$ cat src/rtl/cond_ctl_pkg.sv
// Shared types and constants for the cond_ctl keep/drop controller.
package cond_ctl_pkg;

  typedef enum logic [1:0] {
    IDLE,
    DECIDE,
    ASSERT,
    RTZ
  } state_e;

  // Dual-rail encoding as {ctl_b, ctl_a}
  localparam logic [1:0] RAIL_NULL = 2'b00;
  localparam logic [1:0] RAIL_KEEP = 2'b01;
  localparam logic [1:0] RAIL_DROP = 2'b10;

  localparam int unsigned DECIM_W = 8;

  function automatic logic [1:0] rail_of(input logic keep);
    return keep ? RAIL_KEEP : RAIL_DROP;
  endfunction

endpackage

$ cat src/rtl/sync_ff.sv
// Multi-flop synchronizer for a single asynchronous level, with async active-low clear.
module sync_ff #(
  parameter int unsigned STAGES = 2
) (
  input  logic clk,
  input  logic rst,
  input  logic d,
  output logic q
);

  logic [STAGES-1:0] ff_q;

  always_ff @(posedge clk or negedge rst) begin
    if (!rst) begin
      ff_q <= '0;
    end else begin
      ff_q <= {ff_q[STAGES-2:0], d};
    end
  end

  assign q = ff_q[STAGES-1];

endmodule

$ cat src/rtl/cond_ctl.sv
// Synchronous keep/drop policy engine driving the dual-rail control channel of cond_sink.
// Optional decimation of kept tokens is enabled with the COND_CTL_DECIM_EN macro.
module cond_ctl
  import cond_ctl_pkg::*;
#(
  parameter int unsigned N           = 32,
  parameter int unsigned SYNC_STAGES = 2,
  parameter int unsigned CNT_W       = 16
) (
  input  logic               clk,
  input  logic               rst,
  input  logic               r_i,
  input  logic [N-1:0]       d_i,
  output logic               ctl_a,
  output logic               ctl_b,
  input  logic               actl_i,
  input  logic [N-1:0]       match_val,
  input  logic [N-1:0]       match_mask,
  input  logic               invert,
`ifdef COND_CTL_DECIM_EN
  input  logic [DECIM_W-1:0] decim,
`endif
  output logic               busy,
  output logic [CNT_W-1:0]   kept_cnt,
  output logic [CNT_W-1:0]   drop_cnt
);

  logic req_s, ack_s;

  sync_ff #(.STAGES(SYNC_STAGES)) u_sync_req (
    .clk (clk),
    .rst (rst),
    .d   (r_i),
    .q   (req_s)
  );

  sync_ff #(.STAGES(SYNC_STAGES)) u_sync_ack (
    .clk (clk),
    .rst (rst),
    .d   (actl_i),
    .q   (ack_s)
  );

  state_e           state_q, state_d;
  logic [N-1:0]     d_q, val_q, mask_q;
  logic             inv_q;
  logic [1:0]       rail_q, rail_d;
  logic [CNT_W-1:0] kept_q, kept_d, drop_q, drop_d;
  logic             take, keep_raw, keep_dec;

  // d_i is bundled with r_i, so it is only captured once the synchronized request is seen
  assign take     = (state_q == IDLE) && req_s && !ack_s;
  assign keep_raw = ((((d_q ^ val_q) & mask_q) == '0)) ^ inv_q;

`ifdef COND_CTL_DECIM_EN
  logic [DECIM_W-1:0] decim_q, dcnt_q, dcnt_d;

  assign keep_dec = keep_raw && (dcnt_q == '0);

  always_comb begin
    dcnt_d = dcnt_q;
    if (state_q == DECIDE && keep_raw) begin
      dcnt_d = (dcnt_q >= decim_q) ? '0 : dcnt_q + DECIM_W'(1);
    end
  end

  always_ff @(posedge clk or negedge rst) begin
    if (!rst) begin
      decim_q <= '0;
      dcnt_q  <= '0;
    end else begin
      if (take) decim_q <= decim;
      dcnt_q <= dcnt_d;
    end
  end
`else
  assign keep_dec = keep_raw;
`endif

  always_ff @(posedge clk or negedge rst) begin
    if (!rst) begin
      state_q <= IDLE;
    end else begin
      state_q <= state_d;
    end
  end

  always_comb begin
    state_d = state_q;
    unique case (state_q)
      IDLE:    if (req_s && !ack_s) state_d = DECIDE;
      DECIDE:  state_d = ASSERT;
      ASSERT:  if (ack_s) state_d = RTZ;
      // Waiting for the request to fall keeps a held r_i from counting as a second token
      RTZ:     if (!ack_s && !req_s) state_d = IDLE;
      default: state_d = IDLE;
    endcase
  end

  always_comb begin
    rail_d = RAIL_NULL;
    if (state_q == DECIDE) begin
      rail_d = rail_of(keep_dec);
    end else if (state_q == ASSERT && !ack_s) begin
      rail_d = rail_q;
    end
    busy = (state_q != IDLE);
  end

  always_comb begin
    kept_d = kept_q;
    drop_d = drop_q;
    if (state_q == DECIDE) begin
      if (keep_dec) begin
        if (kept_q != '1) kept_d = kept_q + CNT_W'(1);
      end else begin
        if (drop_q != '1) drop_d = drop_q + CNT_W'(1);
      end
    end
  end

  always_ff @(posedge clk or negedge rst) begin
    if (!rst) begin
      d_q    <= '0;
      val_q  <= '0;
      mask_q <= '0;
      inv_q  <= 1'b0;
      rail_q <= RAIL_NULL;
      kept_q <= '0;
      drop_q <= '0;
    end else begin
      if (take) begin
        d_q    <= d_i;
        val_q  <= match_val;
        mask_q <= match_mask;
        inv_q  <= invert;
      end
      rail_q <= rail_d;
      kept_q <= kept_d;
      drop_q <= drop_d;
    end
  end

  assign ctl_a    = rail_q[0];
  assign ctl_b    = rail_q[1];
  assign kept_cnt = kept_q;
  assign drop_cnt = drop_q;

endmodule
$ cat config.mk
export PLATFORM = sky130hd
export DESIGN_NAME = cond_ctl
export DESIGN_NICKNAME = d
export VERILOG_FILES = /design/src/rtl/cond_ctl_pkg.sv /design/src/rtl/sync_ff.sv /design/src/rtl/cond_ctl.sv
export SDC_FILE = /design/constraint.sdc
export NUM_CORES = 1
export LEC_CHECK = 0
export CAP_MARGIN = 10
export CORE_AREA = 3 3 114 116
export DETAILED_ROUTE_END_ITERATION = 8
export DIE_AREA = 0 0 117 119
export PLACE_DENSITY_LB_ADDON = 0.3
export SLEW_MARGIN = 20
export SYNTH_ARGS = -nofsm -noshare
export SYNTH_HDL_FRONTEND = slang
export SYNTH_SLANG_ARGS = --single-unit
$ cat constraint.sdc
create_clock -name clk -period 2.6 [get_ports clk]
set_input_delay 0.52 -clock clk [delete_from_list [all_inputs] [get_ports clk]]
set_output_delay 0.52 -clock clk [all_outputs]
set_load 0.02 [all_outputs]
; ---- Word-level counts from Yosys, hierarchy flattened
; Cells that the tools add are included.
[classes]
addsub = 2
n_eq_ne = 9
muxes = 7
n_bitwise = 4
n_reduce_logical = 13
[ops]
columns = operator, n
row1 = $add 16x1->16 const B, 2
row2 = $and 32x32->32, 1
row3 = $logic_not 32->1, 1
row4 = $ne 16x16->1 const B, 2
row5 = $xor 32x32->32, 1
row6 = $mux 2, 6
row7 = $reduce_and 3->1, 3
row8 = $pmux 2 s4, 1
row9 = $logic_and 1x1->1, 5
row10 = $eq 2x2->1 const B, 2
row11 = $ne 2x1->1 const B, 2
row12 = $ne 2x2->1 const B, 2
row13 = $eq 2x1->1 const B, 1
row14 = $logic_not 1->1, 2
row15 = $logic_not 2->1, 1
row16 = $reduce_bool 2->1, 1
row17 = $not 1->1, 1
row18 = $xor 1x1->1, 1
[totals]
reg_bits = 137
input_bits = 101
output_inout_bits = 35
wordCells = 45

; ---- Logic depth before layout (Yosys ltp)
[logic_depth]
depth_word = 6
depth_mapped = 8
ltp_nobuf = 7

; ---- By module
; Synthesis repeated with hierarchy kept, for this count alone.
[hier_totals]
hier_cells = 433
hier_area_um2 = 5955.7
[by_module_without_submodules]
columns = mod, instances, cells_each, area_per_inst_um2, seq_area_each_um2
row1 = cond_ctl, 1, 429, 5855.6, 3328.2
row2 = sync_ff, 2, 2, 50.0, 50.0

; ---- Worst setup path before layout
; OpenSTA, ideal clock, no wires.
[synth_timing]
path_kind = reg-to-reg
startpoint = reg val_q[23]
endpoint = reg drop_q[12], in the netlist drop_cnt[12]
setup_ns = 0.131
arrival_ns = 2.045
required_ns = 2.469
slack_ns = 0.425
path_stages_with_launch = 9
path_buffers = 1
period_less_slack_ns = 2.175
path_cell_list = dfrtp_1 xor2_1 a22oi_1 nand4_1 nor4_4 xnor2_1 clkbuf_1 nand4_1 xnor2_1
[synth_via]
elab_chain_cells = 6
[synth_lines]
columns = element, line_no
row1 = "start, declared", cond_ctl.sv:45  ; logic [N-1:0] d_q, val_q, mask_q;
row2 = "start signal, assigned", cond_ctl.sv:134  ; val_q <= match_val;
row3 = $xor 32x32->32, cond_ctl.sv:53  ; assign keep_raw = ((((d_q ^ val_q) & mask_q) == '0)) ^ inv_q;
row4 = $and 32x32->32, cond_ctl.sv:53
row5 = $logic_not 32->1, cond_ctl.sv:53
row6 = $xor 1x1->1, cond_ctl.sv:53
row7 = $not 1->1 (no source line), -
row8 = $reduce_and 3->1 (no source line), -
row9 = "end signal, assigned", cond_ctl.sv:140  ; drop_q <= drop_d;
row10 = "end, declared", cond_ctl.sv:48  ; logic [CNT_W-1:0] kept_q, kept_d, drop_q, drop_d;
; Every way passes these cells.
; A chain may end at the register's enable or synchronous reset.

; ---- Final worst setup path
[layout_timing]
startpoint = reg state_q[0]
endpoint = out busy
[layout_via]
elab_chain_cells = 1
[layout_lines]
columns = element, line_no
row1 = "start, declared", cond_ctl.sv:44  ; state_e state_q, state_d;
row2 = "start signal, assigned", cond_ctl.sv:84  ; state_q <= state_d;
row3 = $reduce_bool 2->1, cond_ctl.sv:107  ; busy = (state_q != IDLE);
row4 = "end, declared", cond_ctl.sv:23  ; output logic busy,
; Every way passes these cells.

==> reports/qor.txt <==
status -> finished clean
Worst Setup Start Kind -> flip-flop
share of the synthesized area in the top cell type -> 0.5760
main area contributors after synthesis -> dfrtp_1, mux2_1, xor2_1
CP Depth -> 4
Final HPWL DP -> 9119 um
Fillers -> 895
PD cells -> 1027 mW/mm^2
initial antenna violation count -> 0
Max-cap violations -> 0
final hold vios -> 0
Synth cell types -> 36
vias per cell -> 5.362
first-pass GRT wire length -> 20650 um
kind of critical path -> reg2out
die area -> 0.01392 mm^2
Req. time, crit path -> 2080 ps
port bufs -> 135
H-tree depth -> 4
VDD IR max -> 0.0006076 V
Placer Congestion -> 0.8369
Slowest cell on crit path -> clkdlybuf4s50_1
die height -> 119 um
GRT Overall Usage -> 0.1927
CP arrival -> 1900 ps
placed cells -> 709
multi-input logic area -> 0.002455 mm^2
#FFs+latches synth -> 137
Non-Filler Instances -> 740
Critical Path Fanout Max -> 6
Detailed Route WL -> 12620 um
DIE WIDTH -> 117 um
register area -> 0.003428 mm^2
Static Leak -> 0.003472 uW
P&R area growth vs syn -> 35.76%
first-pass detailed-route iteration total -> 6
CTS sink cnt -> 137
min Tclk post-route -> 2416 ps
RSZ-0062 raised after global routing -> no
clk slew on worst S/H paths -> 50 ps
Synth Instances -> 435
Slew Limit Fails -> 0
total number of vias -> 3968
Final WS setup -> 184.3 ps
Setup WS pre-CTS -> 150.3 ps
synthesized cell area -> 0.005952 mm^2
sequential area share after synthesis -> 0.5760
total CTS buffers -> 17
Mean Syn Cell Area -> 13.68 um^2
CTS tree -> done
# IOs -> 136
clock skew -> 9.173 ps
largest net degree at the start of global routing -> 98
area leader, netlist -> dfrtp_1
max incr delay on CP -> 600 ps
WP buf/inv -> 3
routed length per instance -> 17.05 um
Max Freq -> 414.0 MHz
post-layout util -> 0.6727
CP endpoint kind -> primary output
DRC -> 0
delay-heaviest family, CP -> buffers and inverters
share of layout cells above drive strength 1 -> 0.07420
root buffer cell -> clkbuf_16
crit-path cells -> inv_1 -> ha_1 -> inv_1 -> clkdlybuf4s50_1
nets@finish -> 688
iteration-0 DRC count of the detailed router -> 285
floorplan row count -> 40
PostCTS Resize Cnt -> 0
Max clock buf depth -> 2
Skew-Pair Late Insertion Delay -> 410 ps
core area -> 0.01201 mm^2
number of global-route vias before repair -> 4179
Syn Nets -> 542
synth warn -> 0
Congestion Overflow GR -> 0
Final ANT Viol Nets -> 0
relative slew slack -> 0.6298
r2r worst-path depth -> 8
Finish-stage setup viols -> 0
Initial Utilization -> 0.4955
TNS Setup -> 0 ps
most used cell along the critical path -> inv_1
Design Power -> 8300 uW
number of inserted diodes -> 0
Worst Tran Pin Value -> 555.3 ps
worst hold path type -> in2async
Tcrit/Tclk final -> 0.9291
[timing repair]
action | 4_1_cts | 5_1_grt
hold buffers | 0 | 0
endpoints found under the setup margin | 0 | 2
setup buffers | 0 | 0
endpoints found under the hold margin | 0 | 0
[Yosys cell counts]
cell      instances
nor3b_2           1
and2_1            1
buf_1             3
nor3_1            2
o21ai_0           3
inv_1             5
xor2_1           39
xnor2_1          20
ha_1              6
o211ai_1          1
nand4_1          20
nand3_1          14
a22o_1            2
dfrtp_1         137
nand2_1           9
a31oi_1           3
mux2i_1           1
nor2b_1           2
o31ai_1           1
nand2b_1          1
nor2_1            7
nor3_2            3
buf_2             1
and4_1            2
nand3b_1          1
a22oi_1          16
mux2_1           99
xor2_2            1
nor3b_1           1
or3_1             1
clkbuf_1         11
nor4b_1           1
mux2_2            2
nor4_4            1
and3_1           15
a21oi_1           2
[registers in the layout, summed over array words and instances, names as in the netlist, 2 cells and up]
| name | count |
|---|---|
| d_q | 32 |
| drop_cnt | 16 |
| kept_cnt | 16 |
| mask_q | 32 |
| rail_q | 2 |
| state_q | 2 |
| u_sync_ack.ff_q | 2 |
| u_sync_req.ff_q | 2 |
| val_q | 32 |
[routing by layer]
metal | global-route usage | routed length [um] | vias to the layer above
met5 | 0 | 0 | -
met4 | 0.06237 | 157 | 0
met3 | 0.06504 | 887 | 12
met2 | 0.3222 | 6466 | 116
met1 | 0.2326 | 5108 | 1979
li1 | - | - | 1861
[worst reg2reg max path, delay by kind of cell, from the launching register on]
kind	cells	cell delay [ps]
DFF	1	390
and+or+nand+nor	3	870
buffers and inverters	1	230
AOI/OAI and AO/OA	1	270
xor gates and xnor gates	3	570
[cell usage in the layout, fill, tap and decap left out, types with 2 or more instances in the layout]
cell,instances
nand4_1,20
a22o_1,2
xnor2_1,19
dfrtp_1,137
nor3_1,2
nand3_1,14
inv_1,5
xor2_1,39
clkdlybuf4s50_1,134
clkbuf_16,17
nor2_1,7
nor2b_1,2
a31oi_1,3
a22oi_1,16
and3_1,15
ha_1,6
mux2_1,99
clkinv_2,4
and4_1,2
buf_12,2
buf_4,5
a21oi_1,2
nor3_2,3
bufinv_16,2
clkbuf_1,4
o21ai_0,3
mux2_2,2
clkbuf_8,2
nand2_1,9
[power breakdown]
| group | switching [uW] | internal [uW] |
|---|---|---|
| registers | 601 | 3010 |
| logic | 1120 | 1290 |
| clock network | 824 | 1450 |
| total | 2540 | 5760 |
[final timing paths]
kind                                       to          startpoint  slack (ps)
max                                      busy          state_q[0]         180
min                                   d_q[13]                 rst          70
max reg2reg                       kept_cnt[3]            val_q[1]         190
min reg2reg                u_sync_req.ff_q[1]  u_sync_req.ff_q[0]         350
max in group asynchronous           val_q[14]                 rst        1740
min in group clk           u_sync_req.ff_q[1]  u_sync_req.ff_q[0]         350
[area by class of cell]
| class | instances | share of cell area |
|---|---|---|
| clock inverters | 8 | 0.01192 |
| well taps | 147 | 0.02276 |
| multi-input cells | 278 | 0.3038 |
| inverters | 5 | 0.002323 |
| repair buffers | 142 | 0.1770 |
| flip-flops and latches | 137 | 0.4243 |
| clock buffers | 23 | 0.05791 |
[kinds of logic (layout without fill, tap and decap cells)]
logic type | after synthesis | count (layout) | share of synthesized area
flip-flops | 137 | 137 | 0.5760
multiplexers | 102 | 102 | 0.1928
AND/OR/NAND/NOR | 82 | 82 | 0.08325
XOR/XNOR | 60 | 60 | 0.08955
AO/OA/AOI/OAI | 28 | 28 | 0.03301
buffers and inverters | 20 | 178 | 0.01282
adder cells (fa/ha/maj) | 6 | 6 | 0.01261
[stage by stage]
step,instance area (um^2),hold slack [ps]
final,8080,72.35
after global routing,8080,110.9
after CTS,8080,93.18
after detailed placement,7516,337.1
after global placement,7516,333.6
after floorplan,5952,224.4
No activity file was read; power rests on OpenSTA's default activity.
